<file path="src/rtl/fetch_pkg.sv">
// -----------------------------------------------------------------------------
// fetch_pkg
// Shared types and constants for the instruction fetch unit.
//   fetch_state_t : fetch FSM encoding (IDLE / REQ / DROP)
//   fetch_entry_t : one prefetch buffer entry {pc, instr}
//   PC_INC        : fetch address step between sequential words
//   PCPLUS8_OFF   : offset used to build PCPlus8 from PC
// -----------------------------------------------------------------------------
package fetch_pkg;

    typedef enum logic [1:0] {
        IDLE = 2'd0,
        REQ  = 2'd1,
        DROP = 2'd2
    } fetch_state_t;

    typedef struct packed {
        logic [31:0] pc;
        logic [31:0] instr;
    } fetch_entry_t;

    localparam logic [31:0] PC_INC      = 32'd4;
    localparam logic [31:0] PCPLUS8_OFF = 32'd8;

endpackage

</file>
<file path="src/rtl/fetch_buffer.sv">
// -----------------------------------------------------------------------------
// fetch_buffer
// Synchronous FIFO holding fetched {pc, instr} entries.
// Ports:
//   clk, reset : clock, asynchronous active-high reset
//   push, din  : write din at the tail
//   pop        : drop the head entry
//   flush      : empty the buffer; wins over push and pop in the same cycle
//   head       : entry at the head (meaningless while empty)
//   count      : number of valid entries (0..DEPTH)
//   full,empty : status flags
// DEPTH must be a power of 2 so the pointers wrap by simple overflow.
// -----------------------------------------------------------------------------
module fetch_buffer
    import fetch_pkg::*;
#(
    parameter int DEPTH = 2
) (
    input  logic                       clk,
    input  logic                       reset,
    input  logic                       push,
    input  logic                       pop,
    input  logic                       flush,
    input  fetch_entry_t               din,
    output fetch_entry_t               head,
    output logic [$clog2(DEPTH):0]     count,
    output logic                       full,
    output logic                       empty
);

    localparam int PTR_W = $clog2(DEPTH);
    localparam int CNT_W = PTR_W + 1;
    localparam logic [CNT_W-1:0] DEPTH_C = CNT_W'(DEPTH);

    fetch_entry_t     mem [DEPTH];
    logic [PTR_W-1:0] rd_ptr;
    logic [PTR_W-1:0] wr_ptr;
    logic             do_push;
    logic             do_pop;

    assign empty = (count == '0);
    assign full  = (count == DEPTH_C);
    assign head  = mem[rd_ptr];

    // A push into a full buffer is only accepted when the head leaves in
    // the same cycle, so the slot being written is always free.
    assign do_pop  = pop && !empty && !flush;
    assign do_push = push && (!full || do_pop) && !flush;

    always_ff @(posedge clk or posedge reset) begin
        if (reset) begin
            rd_ptr <= '0;
            wr_ptr <= '0;
            count  <= '0;
        end else if (flush) begin
            rd_ptr <= '0;
            wr_ptr <= '0;
            count  <= '0;
        end else begin
            if (do_push) wr_ptr <= wr_ptr + 1'b1;
            if (do_pop)  rd_ptr <= rd_ptr + 1'b1;
            case ({do_push, do_pop})
                2'b10:   count <= count + 1'b1;
                2'b01:   count <= count - 1'b1;
                default: count <= count;
            endcase
        end
    end

    // Storage needs no reset: entries are only observed while counted valid.
    always_ff @(posedge clk) begin
        if (do_push) mem[wr_ptr] <= din;
    end

endmodule

</file>
<file path="src/rtl/instr_fetch_unit.sv">
// -----------------------------------------------------------------------------
// instr_fetch_unit
// Instruction-side producer: keeps the fetch PC, reads words from instruction
// memory over a req/ack handshake, buffers {pc, instr} pairs and presents them
// to the control unit, and redirects/flushes on PCSrc.
// Ports:
//   clk, reset          : clock, asynchronous active-high reset
//   PCSrc, Result       : redirect request and target (low 2 bits ignored)
//   ImemReq, ImemAddr   : memory read request and word-aligned address
//   ImemAck, ImemRData  : memory accept strobe and same-cycle read data
//   Instr, PC, PCPlus8  : head instruction, its address, address + 8
//   InstrValid          : head is valid
//   InstrReady          : consumer takes the head this cycle
//   FetchCount          : words pushed (only with FETCH_PERF_EN)
//   FlushCount          : redirects taken (only with FETCH_PERF_EN)
// Optional feature macro: FETCH_PERF_EN adds the two counters.
//
// Handshakes: memory side transfers when ImemReq && ImemAck; ImemReq and
// ImemAddr stay constant until then. Consumer side transfers when
// InstrValid && InstrReady && !PCSrc; a redirect cancels that transfer.
// -----------------------------------------------------------------------------
module instr_fetch_unit
    import fetch_pkg::*;
#(
    parameter logic [31:0] RESET_PC  = 32'h0000_0000,
    parameter int          BUF_DEPTH = 2
) (
    input  logic        clk,
    input  logic        reset,
    input  logic        PCSrc,
    input  logic [31:0] Result,
    output logic        ImemReq,
    output logic [31:0] ImemAddr,
    input  logic        ImemAck,
    input  logic [31:0] ImemRData,
    output logic [31:0] Instr,
    output logic        InstrValid,
    input  logic        InstrReady,
    output logic [31:0] PC,
    output logic [31:0] PCPlus8
`ifdef FETCH_PERF_EN
    ,
    output logic [31:0] FetchCount,
    output logic [31:0] FlushCount
`endif
);

    localparam int CNT_W = $clog2(BUF_DEPTH) + 1;
    localparam logic [CNT_W-1:0] DEPTH_C = CNT_W'(BUF_DEPTH);

    fetch_state_t     state;
    fetch_state_t     next_state;
    logic [31:0]      fetch_pc;
    logic [31:0]      next_pc;
    logic [31:0]      drop_addr;
    logic [31:0]      redirect_pc;
    logic             push;
    logic             pop;
    logic [CNT_W-1:0] count;
    logic [CNT_W-1:0] count_after;
    logic             full;
    logic             empty;
    fetch_entry_t     head;
    fetch_entry_t     new_entry;

    // Misaligned targets are silently rounded down to a word boundary.
    assign redirect_pc = Result & ~32'd3;

    assign pop         = !empty && InstrReady && !PCSrc;
    assign count_after = count + 1'b1 - CNT_W'(pop);
    assign new_entry   = '{pc: fetch_pc, instr: ImemRData};

    fetch_buffer #(
        .DEPTH (BUF_DEPTH)
    ) u_buffer (
        .clk   (clk),
        .reset (reset),
        .push  (push),
        .pop   (pop),
        .flush (PCSrc),
        .din   (new_entry),
        .head  (head),
        .count (count),
        .full  (full),
        .empty (empty)
    );

    // ---------------- FSM state and PC registers ----------------
    always_ff @(posedge clk or posedge reset) begin
        if (reset) begin
            state     <= IDLE;
            fetch_pc  <= RESET_PC;
            drop_addr <= RESET_PC;
        end else begin
            state    <= next_state;
            fetch_pc <= next_pc;
            // Remember the address of the request being abandoned so it can
            // be held on the bus until memory acknowledges it.
            if (state == REQ && PCSrc && !ImemAck) drop_addr <= fetch_pc;
        end
    end

    // ---------------- FSM next state and memory outputs ----------------
    always_comb begin
        next_state = state;
        next_pc    = fetch_pc;
        ImemReq    = 1'b0;
        ImemAddr   = fetch_pc;
        push       = 1'b0;

        case (state)
            IDLE: begin
                if (PCSrc || count < DEPTH_C) next_state = REQ;
            end
            REQ: begin
                ImemReq = 1'b1;
                if (PCSrc) begin
                    // Data acked alongside a redirect belongs to the old path.
                    next_state = ImemAck ? REQ : DROP;
                end else if (ImemAck) begin
                    push       = !full || pop;
                    next_pc    = fetch_pc + PC_INC;
                    next_state = (count_after < DEPTH_C) ? REQ : IDLE;
                end
            end
            DROP: begin
                ImemReq  = 1'b1;
                ImemAddr = drop_addr;
                if (ImemAck) next_state = REQ;
            end
            default: next_state = IDLE;
        endcase

        if (PCSrc) next_pc = redirect_pc;
    end

    // ---------------- Consumer-side outputs ----------------
    // With an empty buffer PC tracks the next fetch address, which gives
    // RESET_PC out of reset and the redirect target after a flush.
    assign InstrValid = !empty;
    assign Instr      = empty ? 32'd0 : head.instr;
    assign PC         = empty ? fetch_pc : head.pc;
    assign PCPlus8    = PC + PCPLUS8_OFF;

`ifdef FETCH_PERF_EN
    always_ff @(posedge clk or posedge reset) begin
        if (reset) begin
            FetchCount <= 32'd0;
            FlushCount <= 32'd0;
        end else begin
            if (push)  FetchCount <= FetchCount + 32'd1;
            if (PCSrc) FlushCount <= FlushCount + 32'd1;
        end
    end
`endif

endmodule

</file>
<file path="config.mk">
export PLATFORM = sky130hd
export DESIGN_NAME = instr_fetch_unit
export DESIGN_NICKNAME = d
export VERILOG_FILES = /design/src/rtl/fetch_pkg.sv /design/src/rtl/fetch_buffer.sv /design/src/rtl/instr_fetch_unit.sv
export SDC_FILE = /design/constraint.sdc
export NUM_CORES = 1
export LEC_CHECK = 0
export BUFFER_PORTS_ARGS = -buffer_cell sky130_fd_sc_hd__buf_2
export CAP_MARGIN = 25
export CORE_ASPECT_RATIO = 1.4
export CORE_MARGIN = 1.5
export CORE_UTILIZATION = 45
export DETAILED_ROUTE_END_ITERATION = 10
export GPL_ROUTABILITY_DRIVEN = 0
export PLACE_DENSITY = 0.72
export SLEW_MARGIN = 10
export SYNTH_ARGS = -nofsm -noshare
export SYNTH_HDL_FRONTEND = slang
export SYNTH_HIERARCHICAL = 1
export SYNTH_SLANG_ARGS = --single-unit
</file>
<file path="constraint.sdc">
create_clock -name clk -period 22.1 [get_ports clk]
set_input_delay 2.21 -clock clk [delete_from_list [all_inputs] [get_ports clk]]
set_output_delay 2.21 -clock clk [all_outputs]
set_load 0.1 [all_outputs]
</file>
---- After elaboration in Yosys (flattened, before gate mapping) ----
Memory sizes are Yosys's and may differ from the RTL's.
Cells that the tools add are included.
word-level totals
  register bits after elaboration ......... 70
  memory bits (writable) .................. 128
  input port bits ......................... 69
  output and inout bits ................... 130
  logic and storage cells ................. 74
  memories kept ........................... 1
operators by class
  add/sub/neg operators ................... 7
  magnitude comparators ................... 2
  equality and inequality tests ........... 8
  muxes and demuxes ....................... 25
  reductions and logical operators ........ 25
memories
  memory        words  bits a word  rd ports  clocked after memory_dff  write ports  line                RTL
  u_buffer.mem  2      64           1         0                         1            fetch_buffer.sv:35  fetch_entry_t mem [DEPTH];
operators by type and width
  kind                     count
  $mux W32                 6
  $add A32 B3 Y32 const B  1
  $add A32 B4 Y32 const B  1
  $mux W2                  6
  $mux W1                  11
  $logic_and A1 B1 Y1      8
  $reduce_bool A2 Y1       4
  $eq A2 B2 Y1 const B     3
  $pmux W2 S3              1
  $eq A2 B1 Y1 const B     2
  $logic_not A1 Y1         4
  $logic_not A2 Y1         2
  $lt A2 B2 Y1 const B     2
  $ne A2 B2 Y1 const B     2
  $pmux W2 S2              1
  $logic_or A1 B1 Y1       3
  $ne A3 B3 Y1 const B     1
  $reduce_and A3 Y1        1
  $reduce_bool A3 Y1       1
  $add A1 B1 Y1 const B    2
  $add A2 B1 Y2 const B    1
  $reduce_and A2 Y1        1
  $reduce_or A2 Y1         1
  $sub A2 B1 Y2            1
  $sub A2 B1 Y2 const B    1

---- Longest topological paths before layout ----
Gate-level depths: netlist of run 1.
  depth in word-level cells ............... 13
  mapped depth ............................ 14
  mapped depth without buffers ............ 10

---- Hierarchy ----
The synthesis of run 1 kept the hierarchy.
modules (own cells, without submodules)
  module            times used  cells an instance  area each (um2)
  fetch_buffer      1           227                4,888.4
  instr_fetch_unit  1           529                4,868.4

---- Worst setup path after synthesis of run 1 ----
Ideal clock, no wire load.
  path type ............................... register -> output
  from .................................... reg u_buffer.count[1]
  to ...................................... out PCPlus8[27]
  arrival ................................. 7,955 ps
  slack ................................... 11,935 ps
  stages on the path, launching flop included .. 14
  buffers on the path ..................... 3
  cell sequence ........................... dfrtp_1 nor2_1 buf_6 buf_6 buf_2 inv_1 a21boi_0 inv_1 ha_1 nand4b_1 a22o_2 nand3b_4 nor3_1 xnor2_1
on the way
  word-level cells in the longest chain between the ends .. 3
RTL lines
  element                 line                     RTL
  from (decl)             fetch_buffer.sv:26       output logic [$clog2(DEPTH):0] count,
  from (signal assigned)  fetch_buffer.sv:63       2'b10: count <= count + 1'b1;
  from (signal assigned)  fetch_buffer.sv:64       2'b01: count <= count - 1'b1;
  from (signal assigned)  fetch_buffer.sv:65       default: count <= count;
  $logic_not A2 Y1        fetch_buffer.sv:41       assign empty = (count == '0);
  via empty               instr_fetch_unit.sv:62   logic empty;
  $mux W32                instr_fetch_unit.sv:142  assign PC = empty ? fetch_pc : head.pc;
  via PC[3]               instr_fetch_unit.sv:39   output logic [31:0] PC,
  $add A32 B4 Y32         instr_fetch_unit.sv:143  assign PCPlus8 = PC + PCPLUS8_OFF;
  to (decl)               instr_fetch_unit.sv:40   output logic [31:0] PCPlus8
The timed path passes the listed nets, and every way through them passes these cells.

---- Worst setup path in the final report of run 1 ----
  from .................................... reg u_buffer.count[1]
  to ...................................... out PCPlus8[19]
on the way
  word-level cells in the longest chain between the ends .. 3
RTL lines
  element           line
  $logic_not A2 Y1  fetch_buffer.sv:41
  via empty         instr_fetch_unit.sv:62
  $mux W32          instr_fetch_unit.sv:142
  $add A32 B4 Y32   instr_fetch_unit.sv:143
The timed path passes the listed nets, and every way through them passes these cells.

==> results of run 1 <==
layout make-up:
type / count / area, sq um
repair buffers: 202 / 1030
multi-input cells: 501 / 3930
inverters: 20 / 75.1
fillers: 1829 / 9740
clock buffers: 18 / 450
well taps: 260 / 325
flip-flops and latches: 194 / 5500
clock inverters: 14 / 153
per-layer routing:
layer  vias to the layer above  routed length [um]  track usage
li1                       3098                   -            -
met1                      3165                8870        0.235
met2                       189               10900        0.330
met3                        35                 914       0.0326
met4                         0                 609       0.0857
met5                         -                   0            0
critical path, cell delays in order, from the launching register on:
cell      delay [ns]
dfrtp_1         0.52
nor2_4          0.16
buf_4           0.77
nand2_1         0.10
a21boi_0        0.18
inv_1           0.11
ha_1            0.22
nand4b_1        0.14
a22o_2          0.36
nor3_1          0.44
nand3_1         0.16
xnor2_1         0.27
buf_2           0.48
kinds of logic after synthesis:
| kind of cell | Yosys count |
|---|---|
| fa+ha+maj | 6 |
| simple gates | 217 |
| mux | 149 |
| compound gates | 69 |
| other cells | 1 |
| flops | 194 |
| buf+inv | 66 |
| xor+xnor | 54 |
stage by stage:
stage	total power [mW]	hold WS (ns)	utilization	setup WS, ns
4_1_cts	1.31	0.490	0.541	15.47
5_1_grt	1.35	0.517	0.541	15.16
3_5_place_dp	1.00	0.472	0.512	15.97
3_3_place_gp	0.994	0.464	0.512	16.02
2_1_floorplan	0.924	0.437	-	11.93
6_report	1.30	0.483	0.541	15.51
placed cells by master (no fill, tap or decap), types with 2 or more instances in the layout:
| master | n |
|---|---|
| mux2i_1 | 9 |
| conb_1 | 6 |
| clkinv_8 | 3 |
| nand2b_1 | 2 |
| inv_1 | 19 |
| edfxtp_1 | 128 |
| inv_8 | 4 |
| nor2b_1 | 41 |
| clkbuf_16 | 18 |
| o21ai_0 | 35 |
| nand3b_1 | 3 |
| nor3_1 | 14 |
| xnor2_1 | 27 |
| nand2_1 | 66 |
| buf_4 | 8 |
| nand4b_1 | 2 |
| nand3_2 | 2 |
| nor4_1 | 2 |
| xor2_1 | 27 |
| a21oi_1 | 8 |
| and2_1 | 2 |
| mux2_2 | 139 |
| dfrtp_1 | 65 |
| nand4_1 | 16 |
| nor3b_1 | 2 |
| buf_2 | 194 |
| nor2_1 | 20 |
| ha_1 | 6 |
| and3_1 | 4 |
| a211oi_1 | 2 |
| nand3_1 | 21 |
| o22ai_1 | 2 |
| a21o_1 | 3 |
| nand3b_4 | 2 |
| inv_6 | 6 |
| o211ai_1 | 4 |
| nor4_2 | 3 |
how the worst max path moves through the flow:
stage,start,endpoint,depth (start not counted)
after floorplan,u_buffer/count[1],PCPlus8[27],13
after global placement,u_buffer/count[1],PCPlus8[19],12
after detailed placement,u_buffer/count[1],PCPlus8[19],12
after CTS,u_buffer/count[1],PCPlus8[19],12
after global routing,u_buffer/count[1],PCPlus8[19],12
final,u_buffer/count[1],PCPlus8[19],12
sequential cells by signal (all words and copies together) (netlist names):
signal	cells
u_buffer/count	2
drop_addr	30
state	2
u_buffer/wr_ptr	1
fetch_pc	30
u_buffer/mem	128
u_buffer/rd_ptr	1
power groups by stage:
stage	clock network (mW)	registers (mW)	logic [mW]
finish	0.309	0.466	0.525
global route	0.330	0.472	0.546
CTS	0.317	0.465	0.528
detailed placement	0	0.473	0.527
global placement	0	0.470	0.524
floorplan	0	0.461	0.464
==> summary.md, run 1 <==
| Metric | Value |
|---|---|
| TritonCTS clock tree | done |
| Fmax | 0.152 GHz |
| Mux share of post-synthesis cell area | 0.171 |
| Reg2reg start | state[1] |
| All-Layer GR Usage | 0.191 |
| Pre-Repair DR Iteration Count | 4 |
| Cell Area, Synth | 9760 sq um |
| Adder-cell share of the synthesized area | 0.00769 |
| Die area | 22600 sq um |
| Most common cell in the netlist | mux2_2 |
| Path depth of the worst reg2reg path | 7 |
| NetSw | 600 uW |
| Slew HR | 0.342 |
| Critical path class | reg2out |
| DRT iter0 DRCs | 385 |
| Wire length per cell | 17.6 um |
| Final min period | 6.59 ns |
| PostCTS Resize Cnt | 0 |
| Die W | 127 um |
| Final Skew | 0.0161 ns |
| Hold EP | drop_addr[26] |
| Pin count of the biggest net entering global routing | 90 |
| Fin. max-slew vios | 0 |
| Yosys reg bits | 194 |
| Core area | 21200 sq um |
| Sw Ratio | 0.461 |
| Starting Density | 0.460 |
| Root buf cell | clkbuf_16 |
| Synth area leaders | edfxtp_1, dfrtp_1, mux2_2, nor2b_1, nand2_1 |
| Startpoint types | flop |
| CP required | 19.89 ns |
| Reg clk slew, reported paths | 0.08 ns |
| PwrDens | 113 nW/um^2 |
| Clock Power Share | 0.238 |
| Design area | 11500 sq um |
| Part of the power in registers | 0.358 |
| Fraction of the mapped netlist area in compound gates | 0.0460 |
| Hold Vio Cnt, Final | 0 |
| Synth Area in Simple Gates | 0.126 |
| Main combinational cell family by area after synthesis | multiplexers |
| Post-place instance area | 10900 sq um |
| DP Wirelength | 14700 um |
| Clock sink count | 194 |
| Reg-to-reg slack, setup | 18.40 ns |
| Final setup fails | 0 |
| Grt ovf | 0 |
| Placed insts | 1177 |
| Vias in the first global route | 6493 |
| Layout Cells excl Fill | 1209 |
| Post-CTS Setup Inserts | 0 |
| Post-synth top flop | edfxtp_1 |
| Share of layout cells above drive strength 1 | 0.419 |
| RSZ-0062 raised after global routing | false |
| H-tree level count | 4 |
| Worst slew pin tran | 0.988 ns |
| Synthesis-to-finish area growth | 17.5% |
| Dominant cell type by area after synthesis | edfxtp_1 |
| Post-synthesis async set-or-reset flop share | 0.340 |
| LEAKAGE | 4.63 nW |
| Total Nets Final | 1011 |
| DR vias | 6487 |
| Post-route ant nets | 0 |
| DRC viols | 0 |
| Ys Warns | 6 |
| Post-Syn Instances | 756 |
| Hold Path Origin | drop_addr[26] |
| Total CTS buffers | 17 |
| PortBufs | 194 |
| Die Ht | 177 um |
| Avg Vias per Cell | 5.37 |
| Endpoint kind of the worst setup timing path | output port |
| Syn avg cell area | 12.9 sq um |
| Worst R2R End | u_buffer/mem[1][6] |
| Global-route wire length before repair | 33300 um |
| Total of max-cap violations | 0 |
| Clock tree buffer depth | 2 |
| Initial antenna violation count | 0 |
| Final period util | 0.298 |
| Drt total wl | 21300 um |
| Synth cell count leaders | mux2_2, edfxtp_1, dfrtp_1, nand2_1, nor2b_1 |
| Worst Path Max Fanout | 89 |
| Data arrival, critical path | 4.38 ns |
| ANT cells | 0 |
| Status | complete, no violations |
| # IOs | 199 |
| Worst min-delay path class | reg2reg |
| Power share of the combinational group | 0.404 |
| Xor-xnor portion of the synthesized cell area | 0.0485 |
| P_int | 700 uW |
| Post-synth EDFFs | 128 |
| Clock Latency Late Sink | 0.44 ns |
| Top cell type's share of synthesized area | 0.394 |
| Final TNS setup | 0 ns |
| Site Rows | 63 |
| Hold Crit Depth | 2 |
| Sequential area share after synthesis | 0.563 |
| Post-synth cell types | 66 |
| Maximum VDD drop | 85.5 uV |
| CTS Hold Bufs | 0 |
Note: power is estimated with default switching activity, not from simulation.
==> inputs of run 2 (changes only) <==
==> constraint.sdc (replaced) <==
create_clock -name clk -period 6.4 [get_ports clk]
set_input_delay 0.64 -clock clk [delete_from_list [all_inputs] [get_ports clk]]
set_output_delay 0.64 -clock clk [all_outputs]
set_load 0.1 [all_outputs]
==> summary.md, run 2 (synthesized netlist as in run 1, its figures left out) <==
| Metric | Value |
|---|---|
| Status | complete, no violations |
| Root buf cell | clkbuf_16 |
| Clock Latency Late Sink | 0.44 ns |
| Post-CTS Setup Inserts | 0 |
| Fin. max-slew vios | 0 |
| Worst slack, placed | 2.19 ns |
| Hold Vio Cnt, Final | 0 |
| Wire length per cell | 17.8 um |
| Critical-path top delay cell | buf_4 |
| Max reg flops | 128 |
| Synthesis-to-finish area growth | 17.9% |
| Die area | 22600 sq um |
| CP required | 5.76 ns |
| CTS Hold Bufs | 0 |
| Vias in the first global route | 6532 |
| Final Skew | 0.0147 ns |
| Grt ovf | 0 |
| Most frequent cells in the layout | buf_2, mux2_2, edfxtp_1 |
| PostCTS Resize Cnt | 0 |
| Placed insts | 1177 |
| LEAKAGE | 4.65 nW |
| Worst Path Max Fanout | 62 |
| Site Rows | 63 |
| DRC viols | 0 |
| Data arrival, critical path | 3.98 ns |
| Worst slew pin tran | 0.946 ns |
| CP startpoint | u_buffer/count[1] |
| H-tree level count | 4 |
| Final min period | 4.62 ns |
| ANT cells | 0 |
| Post-route setup slack | 1.78 ns |
| # IOs | 199 |
| DR vias | 6488 |
| DRT iter0 DRCs | 363 |
| Largest regs | u_buffer/mem: 128 flops, drop_addr: 30 flops, fetch_pc: 30 flops |
| Final period util | 0.722 |
| Post-layout util | 0.543 |
| Clock sink count | 194 |
| Total Nets Final | 1011 |
| Drt total wl | 21500 um |
| PortBufs | 194 |
| RSZ-0062 raised after global routing | false |
| All-Layer GR Usage | 0.194 |
| Initial antenna violation count | 0 |
| Maximum VDD drop | 323 uV |
| Slew HR | 0.370 |
| Crit-path cells | nor2_4 > buf_4 > mux2i_1 > a21oi_2 > nand3_2 > nor4b_2 > xnor2_1 > buf_2 |
| Reg clk slew, reported paths | 0.07 ns |
| Most common cell after layout, fill and taps aside | buf_2 |
| Largest Register | u_buffer/mem |
| Total CTS buffers | 17 |
| Startpoint types | flop |
| Worst min-delay path class | in2async |
| Avg Vias per Cell | 5.37 |
| Endpoint kind of the worst setup timing path | output port |
| Post-route ant nets | 0 |
| Global-route wire length before repair | 33700 um |
| Reg2reg start | u_buffer/count[1] |
| Die W | 127 um |
| Core area | 21200 sq um |
| Layout Cells excl Fill | 1209 |
| Total of max-cap violations | 0 |
| Final setup fails | 0 |
| # fillers | 1852 |
| DP Wirelength | 14800 um |
| Share of layout cells above drive strength 1 | 0.424 |
| Final TNS setup | 0 ns |
| PwrDens | 391 nW/um^2 |
| Pin count of the biggest net entering global routing | 73 |
| Pre-Repair DR Iteration Count | 5 |
| Die Ht | 177 um |
| Fmax | 0.216 GHz |
| Critical path's largest stage delay | 0.69 ns |
| Clock tree buffer depth | 2 |
| TritonCTS clock tree | done |
| Critical path class | reg2out |
| Starting Density | 0.460 |
## run 2: cell types whose count changed in the layout (fill, tap and decap cells not counted), moves of 2 or more
cell / before / now
clkinv_4: 0 / 2
inv_8: 4 / 1
clkinv_8: 3 / 0
inv_6: 6 / 3
clkinvlp_4: 0 / 2
clkbuf_16: 18 / 20
## run 2: worst max-delay path: cells and delay by family (launching register included)
| family | cells | cell delay (ns) |
|---|---|---|
| simple gates | 3 | 1.19 |
| flops | 1 | 0.51 |
| mux | 1 | 0.27 |
| compound gates | 1 | 0.26 |
| buf+inv | 2 | 1.13 |
| xor+xnor | 1 | 0.15 |
## run 2: per-stage QoR
step	total power, mW	hold WS, ns	area (sq um)
6_report	4.50	0.124	11500
5_1_grt	4.67	0.109	11500
4_1_cts	4.53	0.101	11500
3_5_place_dp	3.46	0.472	10900
3_3_place_gp	3.44	0.464	10900
2_1_floorplan	3.20	0.406	9820
## run 2: path summary, 6_finish.rpt
check                                      end  slack [ns]  cells after the start
max in group asynchronous         fetch_pc[31]        5.28                      3
min in group clk            u_buffer/mem[1][1]        0.40                      1
setup reg to reg           u_buffer/mem[1][24]        3.18                      6
hold / removal               u_buffer/count[1]        0.12                      2
setup / recovery                   PCPlus8[30]        1.78                      8
hold reg to reg                  drop_addr[14]        0.49                      2
## run 2: metal layers
layer	routed length, um	part of all wire	track usage	up-vias
met4	709	0.033	0.0947	0
met2	11000	0.51	0.333	192
met3	893	0.042	0.0345	39
li1	-	-	-	3086
met1	8840	0.41	0.236	3171
met5	0	0	0	-
## run 2: final cells by class
class                      instances  area, sq um  area share
inverter                          20         75.1     0.00652
clock buffer                      22          518      0.0450
timing repair buffer             202         1030      0.0896
clock inverter                    10         82.6     0.00718
tap                              260          325      0.0283
multi-input combinational        501         3980       0.346
sequential                       194         5500       0.478
## run 2: power breakdown
| part | switching [mW] | total, mW | internal (mW) |
|---|---|---|---|
| Combinational | 1.45 | 1.82 | 0.374 |
| Clock | 0.478 | 1.06 | 0.587 |
| Sequential | 0.113 | 1.61 | 1.50 |
